===== config.mk =====
export PLATFORM = sky130hd
export DESIGN_NAME = ram_march_bist
export DESIGN_NICKNAME = d
export VERILOG_FILES = /design/src/rtl/ram_march_bist.sv
export SDC_FILE = /design/constraint.sdc
export NUM_CORES = 1
export LEC_CHECK = 0
export ABC_AREA = 0
export ABC_CLOCK_PERIOD_IN_PS = 3900
export CAP_MARGIN = 20
export CORE_MARGIN = 2
export CORE_UTILIZATION = 50
export CTS_BUF_LIST = sky130_fd_sc_hd__clkbuf_8
export CTS_CLUSTER_SIZE = 24
export DETAILED_ROUTE_END_ITERATION = 8
export PLACE_DENSITY = 0.82
export SETUP_SLACK_MARGIN = 0.2
export SYNTH_ARGS = -nofsm -noshare
export SYNTH_HDL_FRONTEND = slang
export SYNTH_SLANG_ARGS = --single-unit
export TNS_END_PERCENT = 100

===== constraint.sdc =====
create_clock -name clk_i -period 3.9 [get_ports clk_i]
set_input_delay 0.585 -clock clk_i [delete_from_list [all_inputs] [get_ports clk_i]]
set_output_delay 0.585 -clock clk_i [all_outputs]
set_load 0.005 [all_outputs]

===== src/rtl/ram_march_bist.sv =====
// ram_march_bist
//   March C- self-test initiator for one port of a synchronous single-cycle RAM.
//   After an accepted start it issues one RAM operation per clock in this order:
//     M0 up(w0), M1 up(r0,w1), M2 up(r1,w0), M3 down(r0,w1), M4 down(r1,w0), M5 down(r0)
//   Here 0 = PATTERN and 1 = ~PATTERN.
//   Every read is checked against its expected background. The first
//   miscompare is captured, and the run always completes.
//
// Ports
//   clk_i            rising-edge clock
//   rst_i            asynchronous active-high reset
//   start_i          begin a test; only honoured in IDLE or DONE
//   busy_o           a test is in progress
//   done_o           test finished; level, cleared by the next accepted start
//   fail_o           sticky: at least one miscompare in the current run
//   fail_addr_o      address of the first miscompare
//   fail_expected_o  expected data of the first miscompare
//   fail_actual_o    read data of the first miscompare
//   ram_addr_o       RAM port address (registered)
//   ram_data_o       RAM port write data (registered, held during reads)
//   ram_we_o         RAM port write enable (registered)
//   ram_q_i          RAM read data, valid one clock after a read is presented
module ram_march_bist #(
  parameter int unsigned           ADDR_WIDTH = 6,
  parameter int unsigned           DATA_WIDTH = 8,
  parameter logic [DATA_WIDTH-1:0] PATTERN    = {DATA_WIDTH{1'b0}}
) (
  input  logic                  clk_i,
  input  logic                  rst_i,
  input  logic                  start_i,
  output logic                  busy_o,
  output logic                  done_o,
  output logic                  fail_o,
  output logic [ADDR_WIDTH-1:0] fail_addr_o,
  output logic [DATA_WIDTH-1:0] fail_expected_o,
  output logic [DATA_WIDTH-1:0] fail_actual_o,
  output logic [ADDR_WIDTH-1:0] ram_addr_o,
  output logic [DATA_WIDTH-1:0] ram_data_o,
  output logic                  ram_we_o,
  input  logic [DATA_WIDTH-1:0] ram_q_i
);

  localparam logic [ADDR_WIDTH-1:0] ADDR_FIRST = {ADDR_WIDTH{1'b0}};
  localparam logic [ADDR_WIDTH-1:0] ADDR_LAST  = {ADDR_WIDTH{1'b1}};
  localparam logic [ADDR_WIDTH-1:0] ADDR_STEP  = {{(ADDR_WIDTH-1){1'b0}}, 1'b1};
  localparam logic [DATA_WIDTH-1:0] BG0        = PATTERN;
  localparam logic [DATA_WIDTH-1:0] BG1        = ~PATTERN;

  typedef enum logic [3:0] {
    S_IDLE  = 4'd0,
    S_M0    = 4'd1,
    S_M1    = 4'd2,
    S_M2    = 4'd3,
    S_M3    = 4'd4,
    S_M4    = 4'd5,
    S_M5    = 4'd6,
    S_FLUSH = 4'd7,
    S_DONE  = 4'd8
  } state_e;

  // The state, phase and ram_* registers describe the operation currently on the RAM port.
  state_e                  state_q, state_d;
  logic                    phase_q, phase_d;      // r,w elements: 0 = read slot, 1 = write slot
  logic [ADDR_WIDTH-1:0]   ram_addr_q, addr_d;
  logic [DATA_WIDTH-1:0]   ram_data_q, data_d;
  logic                    ram_we_q, we_d;
  logic                    rd_q, rd_d;            // current port operation is a checked read
  logic [DATA_WIDTH-1:0]   rd_exp_q, exp_d;       // background expected from that read
  logic                    busy_q, busy_d;
  logic                    done_q, done_d;
  logic                    clear_d;               // accepted start: wipe result registers

  // Compare pipeline: stage 1 is the RAM access cycle; at the next edge ram_q_i is checked.
  logic                    cmp_valid_q;
  logic [ADDR_WIDTH-1:0]   cmp_addr_q;
  logic [DATA_WIDTH-1:0]   cmp_exp_q;
  logic                    mismatch;

  logic                    fail_q;
  logic [ADDR_WIDTH-1:0]   fail_addr_q;
  logic [DATA_WIDTH-1:0]   fail_exp_q;
  logic [DATA_WIDTH-1:0]   fail_act_q;

  // Next-operation sequencer and decode of the operation to drive after this edge.
  always_comb begin
    state_d = state_q;
    phase_d = 1'b0;
    addr_d  = ram_addr_q;
    clear_d = 1'b0;
    case (state_q)
      S_IDLE, S_DONE: begin
        if (start_i) begin
          state_d = S_M0;
          addr_d  = ADDR_FIRST;
          clear_d = 1'b1;
        end else begin
          state_d = state_q;
        end
      end
      S_M0: begin
        if (ram_addr_q == ADDR_LAST) begin
          state_d = S_M1;
          addr_d  = ADDR_FIRST;
        end else begin
          addr_d  = ram_addr_q + ADDR_STEP;
        end
      end
      S_M1, S_M2: begin
        if (!phase_q) begin
          phase_d = 1'b1;                       // write back to the address just read
        end else if (ram_addr_q == ADDR_LAST) begin
          state_d = (state_q == S_M1) ? S_M2 : S_M3;
          addr_d  = (state_q == S_M1) ? ADDR_FIRST : ADDR_LAST;
        end else begin
          addr_d  = ram_addr_q + ADDR_STEP;
        end
      end
      S_M3, S_M4: begin
        if (!phase_q) begin
          phase_d = 1'b1;
        end else if (ram_addr_q == ADDR_FIRST) begin
          state_d = (state_q == S_M3) ? S_M4 : S_M5;
          addr_d  = ADDR_LAST;
        end else begin
          addr_d  = ram_addr_q - ADDR_STEP;
        end
      end
      S_M5: begin
        if (ram_addr_q == ADDR_FIRST) begin
          state_d = S_FLUSH;                    // last read still in the compare pipe
        end else begin
          addr_d  = ram_addr_q - ADDR_STEP;
        end
      end
      S_FLUSH: begin
        state_d = S_DONE;
      end
      default: begin
        state_d = S_IDLE;
      end
    endcase

    // Reads leave ram_data on its last value.
    we_d   = 1'b0;
    data_d = ram_data_q;
    rd_d   = 1'b0;
    exp_d  = rd_exp_q;
    case (state_d)
      S_M0: begin
        we_d   = 1'b1;
        data_d = BG0;
      end
      S_M1, S_M3: begin
        if (phase_d) begin
          we_d   = 1'b1;
          data_d = BG1;
        end else begin
          rd_d   = 1'b1;
          exp_d  = BG0;
        end
      end
      S_M2, S_M4: begin
        if (phase_d) begin
          we_d   = 1'b1;
          data_d = BG0;
        end else begin
          rd_d   = 1'b1;
          exp_d  = BG1;
        end
      end
      S_M5: begin
        rd_d  = 1'b1;
        exp_d = BG0;
      end
      default: begin
        we_d = 1'b0;
      end
    endcase

    busy_d = (state_d != S_IDLE) && (state_d != S_DONE);
    done_d = (state_d == S_DONE);
  end

  // FSM state and registered RAM port / status outputs.
  always_ff @(posedge clk_i or posedge rst_i) begin
    if (rst_i) begin
      state_q    <= S_IDLE;
      phase_q    <= 1'b0;
      ram_addr_q <= {ADDR_WIDTH{1'b0}};
      ram_data_q <= {DATA_WIDTH{1'b0}};
      ram_we_q   <= 1'b0;
      rd_q       <= 1'b0;
      rd_exp_q   <= {DATA_WIDTH{1'b0}};
      busy_q     <= 1'b0;
      done_q     <= 1'b0;
    end else begin
      state_q    <= state_d;
      phase_q    <= phase_d;
      ram_addr_q <= addr_d;
      ram_data_q <= data_d;
      ram_we_q   <= we_d;
      rd_q       <= rd_d;
      rd_exp_q   <= exp_d;
      busy_q     <= busy_d;
      done_q     <= done_d;
    end
  end

  // Track each read while the RAM services it, so ram_q_i can be checked one edge later.
  always_ff @(posedge clk_i or posedge rst_i) begin
    if (rst_i) begin
      cmp_valid_q <= 1'b0;
      cmp_addr_q  <= {ADDR_WIDTH{1'b0}};
      cmp_exp_q   <= {DATA_WIDTH{1'b0}};
    end else begin
      cmp_valid_q <= rd_q;
      cmp_addr_q  <= ram_addr_q;
      cmp_exp_q   <= rd_exp_q;
    end
  end

  assign mismatch = cmp_valid_q && (ram_q_i != cmp_exp_q);

  // Sticky fail flag plus first-miscompare capture.
  always_ff @(posedge clk_i or posedge rst_i) begin
    if (rst_i) begin
      fail_q      <= 1'b0;
      fail_addr_q <= {ADDR_WIDTH{1'b0}};
      fail_exp_q  <= {DATA_WIDTH{1'b0}};
      fail_act_q  <= {DATA_WIDTH{1'b0}};
    end else if (clear_d) begin
      // No read is pending when a start is accepted, so clearing never drops a compare.
      fail_q      <= 1'b0;
      fail_addr_q <= {ADDR_WIDTH{1'b0}};
      fail_exp_q  <= {DATA_WIDTH{1'b0}};
      fail_act_q  <= {DATA_WIDTH{1'b0}};
    end else if (mismatch) begin
      fail_q <= 1'b1;
      if (!fail_q) begin
        fail_addr_q <= cmp_addr_q;
        fail_exp_q  <= cmp_exp_q;
        fail_act_q  <= ram_q_i;
      end
    end
  end

  assign busy_o          = busy_q;
  assign done_o          = done_q;
  assign fail_o          = fail_q;
  assign fail_addr_o     = fail_addr_q;
  assign fail_expected_o = fail_exp_q;
  assign fail_actual_o   = fail_act_q;
  assign ram_addr_o      = ram_addr_q;
  assign ram_data_o      = ram_data_q;
  assign ram_we_o        = ram_we_q;

endmodule


==> results.md <==
* Outcome: finished clean
* Yosys top cell area share at between 40 and 50%
* Final hold vios at 0
* Peak supply drop at 282 µV
* Share of layout cells above drive strength 1 at a little under 8%
* First-pass iteration count of the detailed router at 5
* Avg Cell Area, Syn at about 10 µm²
* Switching share of power at approximately a third
* Drt drc at 0
* CTS Buf Count at 5
* Pleak at around 1.1 nW
* RSZ-0062 raised after global routing: no
* Fillers at between 300 and 400
* Final setup fails at 0
* Ys flop type: dfrtp_1
* Number of routed nets with antenna violations at 0
* Ys async rst share at 100%
* Final instance area at 2650 µm²
* Drt via density at around 5.9
* Critical path, cell by cell: inv_1 -> ha_1 -> or4b_4 -> or4_4 -> a21oi_2 -> or2b_2 -> a211oi_1 -> a211oi_1
* Row count at 23
* Worst path max stage delay at ~500 ps
* Post-cts resize count at 0
* Detailed-route via count at about 1,800
* Register share of total power at a little under half
* Setup TNS Final at 0 ps
* Bufs and invs on worst path at 1
* Wire length per cell at 15.5 µm
* Total core area at 4060 µm²
* Sw power at roughly 0.00038 W
* Starting Density at a little over half
* CP Launch Type: register
* Sinks on Clock Net at 41
* Final min period at 2640 ps
* Post-CTS setup-driven buffer insertion count at 0
* Htree depth at 2
* Final #Nets at approximately 260
* GRT Residual Overflow at 0
* Setup CP Type: reg -> reg
* Worst Path Required at 4100 ps
* Yosys warning count at 0
* Tot GR Track Use at 20.3%
* CTS Root Cell: clkbuf_8
* Post-Route Skew at approximately 4.2 ps
* Power density cells at approximately 450 nW/µm²
* Delay-heaviest family, CP: simple AND/OR/NAND/NOR gates
* Slowest cell on crit path: dfrtp_1
* Highest clock rate at about 380 MHz
* Hold-fix buffers, CTS at 0
* Period utilization at just under 70%
* Gate power share at 27.0%
* Fin worst setup slack at ~1300 ps
* Number of global-route vias before repair at about 1,600
* CTS max path bufs at 2
* Largest net degree at the start of global routing at 42
* Area contributors post-synth: dfrtp_1 (48%), a22o_1 (6.6%), buf_4 (5.3%)
* CTS clk-pin slew, worst paths at about 70 ps
* Min-delay worst type: reg -> reg
* Mapped cell area at between 2000 and 2500 µm²
* HPWL after DPL at 3.37 mm
* Worst-Skew Late Latency at just under 300 ps
* Element type at the critical path end: register
* I/O Buffers at 50
* Number of synthesized flops with an enable pin at 0
* IO Count at 51
* Cells after synthesis at approximately 220
* CP most frequent cell: a211oi_1
* CTS tree: done
* Die area at between 4000 and 5000 µm²
* RD Place Congestion at between 0.9 and 1
* Int Pwr at about 0.00082 W
* Synth cell types at 47
* Antenna diode count at 0
* Reg-to-reg slack, setup at ~1300 ps
* Initial antenna violation count at 0
* Least-Margin Pin Slew at about 860 ps
* Worst rel slew slack at between 40% and 50%
* Count of pins over their slew limit at 0
* DRT iter0 DRCs at between 90 and 100
* Post-placement cell area at ~2500 µm²
* Routed wire length at 4.67 mm
* Die Y at around 69 µm
* Sequential area share after synthesis at a little under half
* Critical Path AT at between 2000 and 3000 ps
* Clock power share at 25.0%
* Pre-CTS setup slack at about 1200 ps
* Area grow syn2layout at 23.8%
* Maximum Capacitance Violations at 0
* Post-synthesis register bit count at a little over 40
* Max FO, Critical Path at 11
* Top cell type by total area after synthesis: dfrtp_1
* First-pass GRT wire length at approximately 8 mm
* Syn_nets at 232
* DIE WIDTH at roughly 70 µm
-- synth_stat cells (4+ instances only) --
library cell / number
dfrtp_1: 41
a22o_1: 16
nor2_1: 16
buf_4: 15
o21ai_0: 12
nand2_1: 11
a21oi_1: 9
clkbuf_1: 8
inv_1: 8
nor3_1: 7
nand3_1: 6
and3_1: 5
nand2b_1: 5
nor4_1: 5
a31oi_1: 4
nand4_1: 4
-- metal layers --
metal  wire, µm  GRT usage (%)  vias to the layer above
met4         80           7.41                        0
li1           -              -                      848
met2       2230           32.1                       92
met3        391           5.81                        8
met1       1980           26.7                      846
met5          0              0                        -
-- registers in the layout, summed over array words and instances (netlist names) --
register         cells
fail_expected_o      1
phase_q              1
cmp_addr_q           6
ram_we_o             1
cmp_valid_q          1
done_o               1
ram_data_o           1
fail_addr_o          6
rd_q                 1
rd_exp_q             1
fail_actual_o        8
cmp_exp_q            1
busy_o               1
fail_o               1
ram_addr_o           6
state_q              4
-- through the flow --
stage / power [W] / utilization [%] / cells / hold WS, ps
global route: 0.00127 / 65.2 / 302 / 367
global placement: 0.000890 / 62.7 / 294 / 334
floorplan: 0.000778 / - / 219 / 331
CTS: 0.00121 / 65.2 / 302 / 353
finish: 0.00120 / 65.2 / 302 / 360
detailed placement: 0.000902 / 62.7 / 294 / 341
-- path summary, 6_finish.rpt --
kind                               start               end  depth (start not counted)
max                        ram_addr_o[0]     ram_addr_o[5]                          8
min                                 rd_q       cmp_valid_q                          0
max reg2reg                ram_addr_o[0]     ram_addr_o[5]                          8
min reg2reg                         rd_q       cmp_valid_q                          0
max in group asynchronous          rst_i    fail_addr_o[2]                          3
min in group asynchronous          rst_i  fail_actual_o[6]                          3
-- final cells by class --
type                    count  area, µm²  share of cell area, %
clock buffers               7       96.3                   3.64
repair buffers             53        523                   19.8
well taps                  50       62.6                   2.36
multi-input cells         142        903                   34.1
inverters                   8       30.0                   1.13
flip-flops and latches     41       1030                   38.8
clock inverters             1       5.00                  0.189
-- cell usage in the layout (no fill, tap or decap), types with 5 or more instances in the layout --
master / netlist / routed
inv_1: 8 / 8
nor2_1: 16 / 16
o21ai_0: 12 / 12
nand3_1: 6 / 6
and3_1: 5 / 5
a22o_1: 16 / 16
dfrtp_1: 41 / 41
clkbuf_8: 0 / 7
nor4_1: 5 / 5
nor3_1: 7 / 7
clkdlybuf4s50_1: 0 / 50
nand2b_1: 5 / 5
a21oi_1: 9 / 9
nand2_1: 11 / 11
-- kinds of logic (layout without fill, tap and decap cells) --
kind of cell / after synthesis / after routing / share of synthesized area (%)
buffers and inverters: 36 / 69 / 9.77
flip-flops: 41 / 41 / 48.0
adder cells (fa/ha/maj): 2 / 2 / 1.17
AO/OA/AOI/OAI: 60 / 60 / 19.8
AND/OR/NAND/NOR: 77 / 77 / 20.0
XOR/XNOR: 3 / 3 / 1.23
-- power by group through the flow --
stage                     registers, W  logic (W)  clock network, W
after global placement        0.000582   0.000308                 0
after detailed placement      0.000584   0.000318                 0
after floorplan               0.000540   0.000238                 0
final                         0.000577   0.000325          0.000300
after CTS                     0.000576   0.000323          0.000309
after global routing          0.000591   0.000355          0.000326
Power figures use the tool's default switching activity.
